`src/rtl/seq_comparator.sv`:
```
// Digit-serial magnitude comparator: DIGIT bits per cycle, MSB-first, optional early exit.
// Latency 1..WIDTH/DIGIT cycles after capture; start is ignored while busy, accepted in the done cycle.
module seq_comparator #(
    parameter int WIDTH      = 8,
    parameter int DIGIT      = 2,
    parameter int EARLY_EXIT = 1
) (
    input  logic             clk,
    input  logic             rst,
    input  logic             start,
    input  logic             signed_mode,
    input  logic [WIDTH-1:0] a,
    input  logic [WIDTH-1:0] b,
    output logic             busy,
    output logic             done,
    output logic             gt,
    output logic             ls,
    output logic             eq
);

    localparam int NUM_DIGITS = WIDTH / DIGIT;
    localparam int CNT_W      = $clog2(NUM_DIGITS + 1);
    localparam logic [WIDTH-1:0] MSB_MASK = {1'b1, {(WIDTH-1){1'b0}}};

    typedef enum logic {S_IDLE, S_RUN} state_t;

    state_t             r_state;
    state_t             w_state_nxt;
    logic [WIDTH-1:0]   r_a;
    logic [WIDTH-1:0]   r_b;
    logic [CNT_W-1:0]   r_cnt;
    logic               r_dec_vld;
    logic               r_dec_gt;
    logic               r_done;
    logic               r_gt;
    logic               r_ls;
    logic               r_eq;

    logic [DIGIT-1:0]   w_dig_a;
    logic [DIGIT-1:0]   w_dig_b;
    logic               w_diff;
    logic               w_last;
    logic               w_capture;
    logic               w_decide;
    logic               w_res_gt;
    logic               w_res_ls;
    logic [WIDTH-1:0]   w_a_cap;
    logic [WIDTH-1:0]   w_b_cap;

    assign w_dig_a = r_a[WIDTH-1 -: DIGIT];
    assign w_dig_b = r_b[WIDTH-1 -: DIGIT];
    assign w_diff  = (w_dig_a != w_dig_b);
    assign w_last  = (r_cnt == CNT_W'(1));

    // Flipping the sign bit maps two's-complement order onto unsigned order.
    assign w_a_cap = signed_mode ? (a ^ MSB_MASK) : a;
    assign w_b_cap = signed_mode ? (b ^ MSB_MASK) : b;

    // A latched decision (only possible without early exit) overrides later digits.
    assign w_res_gt = r_dec_vld ? r_dec_gt  : (w_diff && (w_dig_a > w_dig_b));
    assign w_res_ls = r_dec_vld ? !r_dec_gt : (w_diff && (w_dig_a < w_dig_b));

    always_comb begin
        w_state_nxt = r_state;
        w_capture   = 1'b0;
        w_decide    = 1'b0;
        case (r_state)
            S_IDLE: begin
                if (start) begin
                    w_capture   = 1'b1;
                    w_state_nxt = S_RUN;
                end
            end
            S_RUN: begin
                if (w_last || ((EARLY_EXIT != 0) && w_diff && !r_dec_vld)) begin
                    w_decide    = 1'b1;
                    w_state_nxt = S_IDLE;
                end
            end
            default: w_state_nxt = S_IDLE;
        endcase
    end

    always_ff @(posedge clk or negedge rst) begin
        if (!rst) begin
            r_state <= S_IDLE;
        end else begin
            r_state <= w_state_nxt;
        end
    end

    always_ff @(posedge clk or negedge rst) begin
        if (!rst) begin
            r_a       <= '0;
            r_b       <= '0;
            r_cnt     <= '0;
            r_dec_vld <= 1'b0;
            r_dec_gt  <= 1'b0;
            r_done    <= 1'b0;
            r_gt      <= 1'b0;
            r_ls      <= 1'b0;
            r_eq      <= 1'b0;
        end else begin
            r_done <= 1'b0;
            if (w_capture) begin
                r_a       <= w_a_cap;
                r_b       <= w_b_cap;
                r_cnt     <= CNT_W'(NUM_DIGITS);
                r_dec_vld <= 1'b0;
                r_dec_gt  <= 1'b0;
            end else if (r_state == S_RUN) begin
                r_a   <= r_a << DIGIT;
                r_b   <= r_b << DIGIT;
                r_cnt <= r_cnt - CNT_W'(1);
                if (w_diff && !r_dec_vld) begin
                    r_dec_vld <= 1'b1;
                    r_dec_gt  <= (w_dig_a > w_dig_b);
                end
                if (w_decide) begin
                    r_done <= 1'b1;
                    r_gt   <= w_res_gt;
                    r_ls   <= w_res_ls;
                    r_eq   <= !w_res_gt && !w_res_ls;
                end
            end
        end
    end

    assign busy = (r_state == S_RUN);
    assign done = r_done;
    assign gt   = r_gt;
    assign ls   = r_ls;
    assign eq   = r_eq;

endmodule

```
`config.mk`:
```
export PLATFORM = sky130hd
export DESIGN_NAME = seq_comparator
export DESIGN_NICKNAME = d
export VERILOG_FILES = /design/src/rtl/seq_comparator.sv
export SDC_FILE = /design/constraint.sdc
export NUM_CORES = 1
export LEC_CHECK = 0
export CAP_MARGIN = 40
export CORE_MARGIN = 8
export CORE_UTILIZATION = 45
export DETAILED_ROUTE_END_ITERATION = 8
export PLACE_DENSITY = 0.76
export SKIP_LAST_GASP = 1
export SLEW_MARGIN = 10
export SYNTH_ARGS = -nofsm -noshare
export SYNTH_HDL_FRONTEND = slang
export SYNTH_SLANG_ARGS = --single-unit
```
`constraint.sdc`:
```
create_clock -name clk -period 1.5 [get_ports clk]
set_clock_uncertainty 0.1 [all_clocks]
set_input_delay 0.3 -clock clk [delete_from_list [all_inputs] [get_ports clk]]
set_output_delay 0.3 -clock clk [all_outputs]
set_load 0.05 [all_outputs]
```
==> results.py, run 1 <==
metrics = {
    "setup_path": {
        "crit_required_ps": 1610,
        "worst_path_dominant_cell_family": "compound AO/OA/AOI/OAI gates",
        "cp_max_fo": 7,
        "path_buf_inv": 0,
        "crit_start": "r_a[7]$_DFFE_PN0P_",
        "worstPathArrival_ps": 1600,
        "crit_path_top_delay_cell": "dfrtp_1",
        "cp-start-kind": "register",
        "path_cells": "ha_4 -> a21oi_4 -> o21ai_4 -> a221oi_2 -> a21oi_1",
        "r2r-start": "r_a[7]$_DFFE_PN0P_",
        "cp_slowest_stage_delay_ps": 430,
        "endpoint_kind": "register",
        "critPathKind": "reg -> reg",
    },
    "synthesis": {
        "seq_area_frac_synth_pct": 53.2,
        "synth-seq-cells": 26,
        "syn-cell-area_um2": 1220,
        "synth.net_count": 144,
        "yosysWarningCount": 0,
        "syn_area_per_cell_um2": 10.2,
        "netlist-cell-type-count": 22,
        "synthCells": 120,
    },
    "detailed_routing": {
        "firstDrtPassIters": 4,
        "finalWirelength_mm": 2.44,
        "drt_iter0_markers": 20,
        "avgRoutedWirePerCell_um": 13.7,
        "vias": 930,
        "ant_nets": 0,
        "drc": 0,
        "via_per_inst": 5.22,
    },
    "floorplan": {
        "initial_core_util_pct": 46.0,
        "die_w_um": 68.1,
        "io_pins": 25,
        "num_rows": 19,
        "dieArea_um2": 4640,
        "die_height_um": 68.1,
        "fp.coreArea_um2": 2660,
    },
    "outcome": {
        "status": "finished, final reports clean",
    },
    "clock_network": {
        "path_clk_slew_ps": 130,
        "clock_latency_ps": 310,
        "clock_sinks": 26,
        "cts_buffers": 3,
        "cts_root_buf": "clkbuf_4",
        "hold_buffers": 0,
        "cts.htree.levels": 1,
        "cts_tree": "built",
        "clockBufferDepth": 2,
    },
    "finish": {
        "syn_to_final_growth_pct": 33.8,
        "n_antenna_cell": 0,
        "fin_nets": 173,
        "n_fill_cell": 224,
        "final_cell_mix": "dfrtp_1, nand2_1, clkdlybuf4s50_1",
        "final_cells": 178,
        "drive_gt1_share_pct": 16.3,
        "final_common_cell": "dfrtp_1",
    },
    "sta": {
        "max_slew_margin_pct": 78.5,
        "rsz0062_at_grt": "true",
        "hold_viol": 0,
        "min_period_over_period_pct": 99.5,
        "setup_viol": 0,
        "post-route-min-period_ps": 1490,
        "fin_hold_ws_ps": 234,
        "drv_slew": 0,
        "worst_pin_slew_ps": 322,
        "fmax_mhz": 670,
    },
    "power": {
        "power.leakage_uw": 0.000759,
        "max-vdd-ir-drop_mv": 1.21,
        "power.total_uw": 2830,
        "power_density_nw_per_um2": 1730,
    },
    "placement": {
        "dp_cells": 174,
        "place.gp.congestion": 0.820,
        "io_buffer_count": 24,
        "hpwl_mm": 1.84,
    },
    "worst_hold_path": {
        "min_path_type": "in -> async",
    },
    "global_route": {
        "grt_pass1_vias": 971,
        "grt.overflow.total": 0,
        "track_usage_pct": 11.7,
        "grt_max_degree": 27,
        "grt_pass1_wl_mm": 4.15,
        "antenna_found_initial": 0,
    },
    "job": {
        "max_cap_violations": 0,
    },
}
## Yosys cell counts
| cell type | count | share of area (%) |
|---|---|---|
| dfrtp_1 | 26 | 53 |
| nand2_1 | 19 | 5.8 |
| o21ai_0 | 18 | 7.4 |
| mux2i_1 | 14 | 11 |
| inv_1 | 8 | 2.5 |
| nor2_1 | 7 | 2.1 |
| buf_2 | 4 | 1.6 |
| ha_1 | 4 | 4.1 |
| a21oi_1 | 3 | 1.2 |
| xnor2_1 | 3 | 2.1 |
| nor2b_1 | 2 | 1.0 |
| o21ai_1 | 2 | 0.82 |
| a21o_1 | 1 | 0.61 |
| a21oi_2 | 1 | 0.72 |
| a221oi_2 | 1 | 1.2 |
| a22o_1 | 1 | 0.72 |
| buf_4 | 1 | 0.61 |
| clkbuf_1 | 1 | 0.31 |
| inv_2 | 1 | 0.31 |
| nand3_1 | 1 | 0.41 |
| nor3_1 | 1 | 0.41 |
| o21ai_4 | 1 | 1.3 |
## registers in the layout, summed over array words and instances, names as in the netlist
signal and flops:
busy 1, done 1, eq 1, gt 1
ls 1, r_a 8, r_b 8, r_cnt 3
r_dec_gt 1, r_dec_vld 1
## stage by stage
| step | setup slack, ps | instance area, um^2 | setup TNS, ps | utilization (%) |
|---|---|---|---|---|
| after global routing | -63.3 | 1640 | -166 | 61.5 |
| after CTS | -41.3 | 1620 | -41.3 | 60.7 |
| after global placement | -42.0 | 1570 | -395 | 59.0 |
| after floorplan | 14.2 | 1220 | 0 | - |
| final | 6.99 | 1640 | 0 | 61.5 |
| after detailed placement | -109 | 1570 | -787 | 59.0 |
## path summary, 6_finish.rpt
path                                        end  slack (ps)  depth (start not counted)
setup / recovery                 ls$_DFFE_PN0P_           7                          5
hold / removal             r_cnt[0]$_DFFE_PN0P_         230                          2
setup reg to reg                 ls$_DFFE_PN0P_           7                          5
hold reg to reg              r_a[7]$_DFFE_PN0P_         400                          2
max in group asynchronous        busy$_DFF_PN0_         800                          2
min in group clk             r_a[7]$_DFFE_PN0P_         400                          2
## per-layer routing
metal  share of wire (%)  global-route usage, %  vias up
met5                   0                      0        -
met4                 3.5                   8.70        0
met3                 2.7                   1.47        6
met2                  52                   20.9       13
met1                  42                   12.4      452
li1                    -                      -      459
## area by class of cell
class	instances	area, um^2	area share (%)
flip-flops and latches	26	652	39.8
inverters	9	33.8	2.06
well taps	31	38.8	2.37
repair buffers	30	348	21.2
clock buffers	3	22.5	1.38
multi-input cells	79	543	33.2
## cell families (layout without fill, tap and decap cells)
family | Yosys count | after routing | share of synthesized area [%]
xor+xnor | 3 | 3 | 2.15
buf+inv | 15 | 42 | 5.32
compound gates | 28 | 28 | 14.0
simple gates | 30 | 30 | 9.82
mux | 14 | 14 | 11.5
flops | 26 | 26 | 53.2
fa+ha+maj | 4 | 4 | 4.09
## power breakdown
part           internal [uW]  switching, uW
combinational            666            695
sequential               956            231
clock                   93.9            190
## timing repair
item | CTS | global route
gates resized for setup | 3 | 5
pin swaps | 2 | 3
buffers inserted | 0 | 1
endpoints found under the setup margin | 5 | 5
Note: power is estimated with default switching activity, not from simulation.
==> run 2: changes to the inputs <==
- CORE_UTILIZATION: 45 -> 47
- CTS_BUF_LIST: default -> sky130_fd_sc_hd__clkbuf_4
- MAX_ROUTING_LAYER: default -> met4
- PLACE_DENSITY: 0.76 -> 0.79
==> results.py, run 2 (synthesis results as in run 1) <==
metrics = {
    "outcome": {
        "status": "finished with violations",
        "violations": "negative setup slack",
    },
    "floorplan": {
        "die_height_um": 67.0,
        "initial_core_util_pct": 49.4,
        "io_pins": 25,
        "die_w_um": 67.0,
        "fp.coreArea_um2": 2480,
        "num_rows": 18,
        "dieArea_um2": 4490,
    },
    "clock_network": {
        "clock_sinks": 26,
        "cts_root_buf": "clkbuf_4",
        "cts.htree.levels": 1,
        "path_clk_slew_ps": 140,
        "clock_latency_ps": 310,
        "hold_buffers": 0,
        "cts_buffers": 3,
        "clockBufferDepth": 2,
        "cts_tree": "built",
    },
    "global_route": {
        "gr-usage-met3_pct": 0.671,
        "use_met1_pct": 15.8,
        "grt.overflow.total": 0,
        "antenna_found_initial": 0,
        "met2_usage_pct": 21.0,
        "track_usage_pct": 12.9,
        "grt_pass1_vias": 979,
        "grt_pass1_wl_mm": 4.44,
        "busiest_layer": "met2",
        "grt_max_degree": 27,
    },
    "setup_path": {
        "worst_path_dominant_cell_family": "compound AO/OA/AOI/OAI gates",
        "path_buf_inv": 0,
        "cp_slowest_stage_delay_ps": 440,
        "path_cells": "ha_4 -> nor2b_2 -> o21ai_1 -> o21ai_1 -> a22o_1",
        "worstPathArrival_ps": 1670,
        "cp_max_fo": 3,
        "crit_required_ps": 1620,
        "crit_top_cell": "o21ai_1",
        "endpoint_kind": "register",
        "cp-start-kind": "register",
        "critPathKind": "reg -> reg",
        "crit_path_top_delay_cell": "dfrtp_1",
    },
    "sta": {
        "setup_viol": 2,
        "worst_pin_slew_ps": 329,
        "rsz0062_at_grt": "true",
        "drv_slew": 0,
        "hold_viol": 0,
        "setup_ws_ps": -58.0,
        "max_slew_margin_pct": 78.1,
        "post-route-min-period_ps": 1560,
        "fmax_mhz": 642,
        "fin_hold_ws_ps": 236,
        "min_period_over_period_pct": 104,
    },
    "placement": {
        "dpl_cell_area_um2": 1590,
        "dp_cells": 175,
        "hpwl_mm": 1.92,
        "io_buffer_count": 24,
        "place.gp.congestion": 0.836,
    },
    "finish": {
        "final_core_util_pct": 67.7,
        "regArea_um2": 651,
        "syn_to_final_growth_pct": 37.0,
        "final_common_cell": "dfrtp_1",
        "final_cell_mix": "dfrtp_1, nand2_1, clkdlybuf4s50_1",
        "drive_gt1_share_pct": 17.0,
        "finalInstanceArea_um2": 1680,
        "reg.largest.list": "r_a (8), r_b (8), r_cnt (3)",
        "n_fill_cell": 181,
        "final_cells": 183,
        "n_antenna_cell": 0,
        "fin_nets": 178,
        "multiInputGateArea_um2": 543,
    },
    "detailed_routing": {
        "via_per_inst": 5.13,
        "drc": 0,
        "firstDrtPassIters": 4,
        "drt_iter0_markers": 37,
        "finalWirelength_mm": 2.65,
        "ant_nets": 0,
        "vias": 939,
        "avgRoutedWirePerCell_um": 14.5,
    },
    "worst_hold_path": {
        "min_path_type": "in -> async",
    },
    "power": {
        "max-vdd-ir-drop_mv": 1.51,
        "power.total_uw": 2970,
        "power_density_nw_per_um2": 1770,
        "power.leakage_uw": 0.000787,
    },
    "job": {
        "max_cap_violations": 0,
    },
}
run 2: routing by layer:
metal  wire (um)  part of all wire [%]  up-vias
li1            -                     -      468
met1        1080                    41      442
met2        1410                    53       22
met3          88                   3.3        7
met4          73                   2.8        0
met5           0                     0        -
run 2: final timing paths:
path                               startpoint  slack (ps)  cells after the start              endpoint
min                                       rst         240                      2    r_a[5]$_DFFE_PN0P_
min reg2reg                r_a[2]$_DFFE_PN0P_         400                      2    r_a[4]$_DFFE_PN0P_
max                        r_a[7]$_DFFE_PN0P_         -60                      5  r_dec_gt$_DFFE_PN0P_
min in group clk           r_a[2]$_DFFE_PN0P_         400                      2    r_a[4]$_DFFE_PN0P_
max in group asynchronous                 rst         820                      2        done$_DFF_PN0_
max reg2reg                r_a[7]$_DFFE_PN0P_         -60                      5  r_dec_gt$_DFFE_PN0P_
run 2: where the power goes:
group	leakage [uW]	switching [uW]	internal, uW
sequential	0.000332	190	954
combinational	0.000439	785	747
clock	0.0000154	202	97.2
run 2: repair_timing:
item,in CTS,in global routing
cloned,0,0
gates resized for setup,4,1
pin swaps,2,1
setup endpoints to repair,6,4
setup buffers,1,3
run 2: final cells by class:
type	count	area share, %
sequential	26	38.8
multi-input combinational	79	32.4
timing repair buffer	35	23.0
tap	30	2.24
inverter	9	2.01
clock buffer	3	1.34
clock inverter	1	0.224
run 2: through the flow:
stage | worst slack (ps) | setup TNS, ps
finish | -58.0 | -59.3
global route | -83.1 | -254
CTS | 22.6 | 0
detailed placement | -81.4 | -735
global placement | -39.3 | -331
floorplan | 14.2 | 0
==> run 3: changes to the inputs <==
- CTS_CLUSTER_SIZE: default -> 16
- MAX_ROUTING_LAYER: met4 -> default
==> results.py, run 3 (synthesis results as in run 1) <==
metrics = {
    "outcome": {
        "status": "finished with violations",
        "violations": "negative setup slack",
    },
    "setup_path": {
        "r2r-start": "r_b[7]$_DFFE_PN0P_",
        "crit_path_top_delay_cell": "dfrtp_1",
        "crit_top_cell": "o21ai_1",
        "worst_path_dominant_cell_family": "compound AO/OA/AOI/OAI gates",
        "cp_max_fo": 3,
        "path_buf_inv": 1,
        "cp_slowest_stage_delay_ps": 400,
        "critPathKind": "reg -> reg",
        "worstPathArrival_ps": 1670,
        "crit_start": "r_b[7]$_DFFE_PN0P_",
        "endpoint_kind": "register",
        "path_cells": "inv_1 -> ha_4 -> nor2b_2 -> o21ai_1 -> o21ai_1 -> a22o_1",
        "cp-start-kind": "register",
        "crit_required_ps": 1620,
    },
    "global_route": {
        "grt_pass1_vias": 979,
        "grt_max_degree": 27,
        "antenna_found_initial": 0,
        "grt.overflow.total": 0,
        "track_usage_pct": 12.5,
        "grt_pass1_wl_mm": 4.44,
    },
    "clock_network": {
        "clock_latency_ps": 310,
        "cts_root_buf": "clkbuf_4",
        "clockBufferDepth": 2,
        "cts_tree": "built",
        "cts.htree.levels": 1,
        "hold_buffers": 0,
        "clock_sinks": 26,
        "path_clk_slew_ps": 140,
        "cts_buffers": 3,
    },
    "detailed_routing": {
        "avgRoutedWirePerCell_um": 14.5,
        "via_per_inst": 5.09,
        "vias": 931,
        "firstDrtPassIters": 5,
        "finalWirelength_mm": 2.66,
        "ant_nets": 0,
        "drt_iter0_markers": 26,
        "drc": 0,
    },
    "placement": {
        "hpwl_mm": 1.92,
        "dp_cells": 175,
        "io_buffer_count": 24,
        "place.gp.congestion": 0.824,
    },
    "sta": {
        "min_period_over_period_pct": 104,
        "drv_slew": 0,
        "max_slew_margin_pct": 78.0,
        "hold_viol": 0,
        "fmax_mhz": 642,
        "post-route-min-period_ps": 1560,
        "rsz0062_at_grt": "true",
        "finalSetupTns_ps": -61.2,
        "setup_ws_ps": -58.1,
        "setup_viol": 2,
        "worst_pin_slew_ps": 330,
    },
    "power": {
        "power.leakage_uw": 0.000787,
        "max-vdd-ir-drop_mv": 1.51,
        "power_density_nw_per_um2": 1770,
    },
    "finish": {
        "reg.largest.list": "r_a (8), r_b (8), r_cnt (3)",
        "drive_gt1_share_pct": 17.0,
        "n_fill_cell": 181,
        "regArea_um2": 651,
        "final_cells": 183,
        "fin_nets": 178,
        "n_antenna_cell": 0,
        "final_common_cell": "dfrtp_1",
        "final_cell_mix": "dfrtp_1, nand2_1, clkdlybuf4s50_1",
        "multiInputGateArea_um2": 543,
        "syn_to_final_growth_pct": 37.0,
    },
    "floorplan": {
        "die_height_um": 67.0,
        "die_w_um": 67.0,
        "dieArea_um2": 4490,
        "initial_core_util_pct": 49.4,
        "io_pins": 25,
        "num_rows": 18,
        "fp.coreArea_um2": 2480,
    },
    "job": {
        "max_cap_violations": 0,
    },
    "worst_hold_path": {
        "min_path_type": "in -> async",
    },
}
==> run 3: cell counts in the layout (fill, tap and decap cells not counted) <==
No cell type changed its count.
==> run 3: routing by layer <==
layer	GRT usage [%]	up-vias	wire [um]
li1	-	464	-
met1	15.7	447	1100
met2	21.1	16	1440
met3	0.671	4	58
met4	6.53	0	66
met5	0	-	0
==> run 3: area by class of cell <==
type	count	share of cell area (%)
clock buffers	3	1.34
clock inverters	1	0.224
inverters	9	2.01
multi-input cells	79	32.4
flip-flops and latches	26	38.8
well taps	30	2.24
repair buffers	35	23.0
==> run 3: power by group <==
| part | leakage [uW] | switching (uW) | internal (uW) |
|---|---|---|---|
| Sequential | 0.000332 | 190 | 954 |
| Combinational | 0.000439 | 785 | 747 |
| Clock | 0.0000154 | 199 | 97.2 |
==> run 3: final timing paths <==
path	to	slack [ps]	cells past startpoint
max	r_dec_gt$_DFFE_PN0P_	-60	6
max reg2reg	r_dec_gt$_DFFE_PN0P_	-60	6
min reg2reg	r_a[4]$_DFFE_PN0P_	400	2
max in group asynchronous	eq$_DFFE_PN0P_	820	2
min	r_cnt[0]$_DFFE_PN0P_	240	2
min in group clk	r_a[4]$_DFFE_PN0P_	400	2
==> run 3: per-stage QoR <==
stage	utilization, %	setup slack (ps)	area [um^2]	hold slack [ps]	power, uW
after floorplan	-	14.2	1220	-95.6	1920
after global placement	64.0	-39.3	1590	359	2420
after detailed placement	64.0	-81.4	1590	366	2500
after CTS	66.7	22.6	1650	241	2910
after global routing	67.7	-83.1	1680	256	3190
final	67.7	-58.1	1680	237	2970
==> run 3: worst register-to-register path, stage by stage, from the launching register on <==
cell     delay [ps]
dfrtp_1         400
inv_1            90
ha_4            220
nor2b_2         160
o21ai_1         180
o21ai_1         120
a22o_1          190
==> run 3: repair_timing <==
action	4_1_cts	5_1_grt
endpoints found under the setup margin	6	4
pin swaps	2	1
gates resized for setup	4	1
setup buffers	1	3
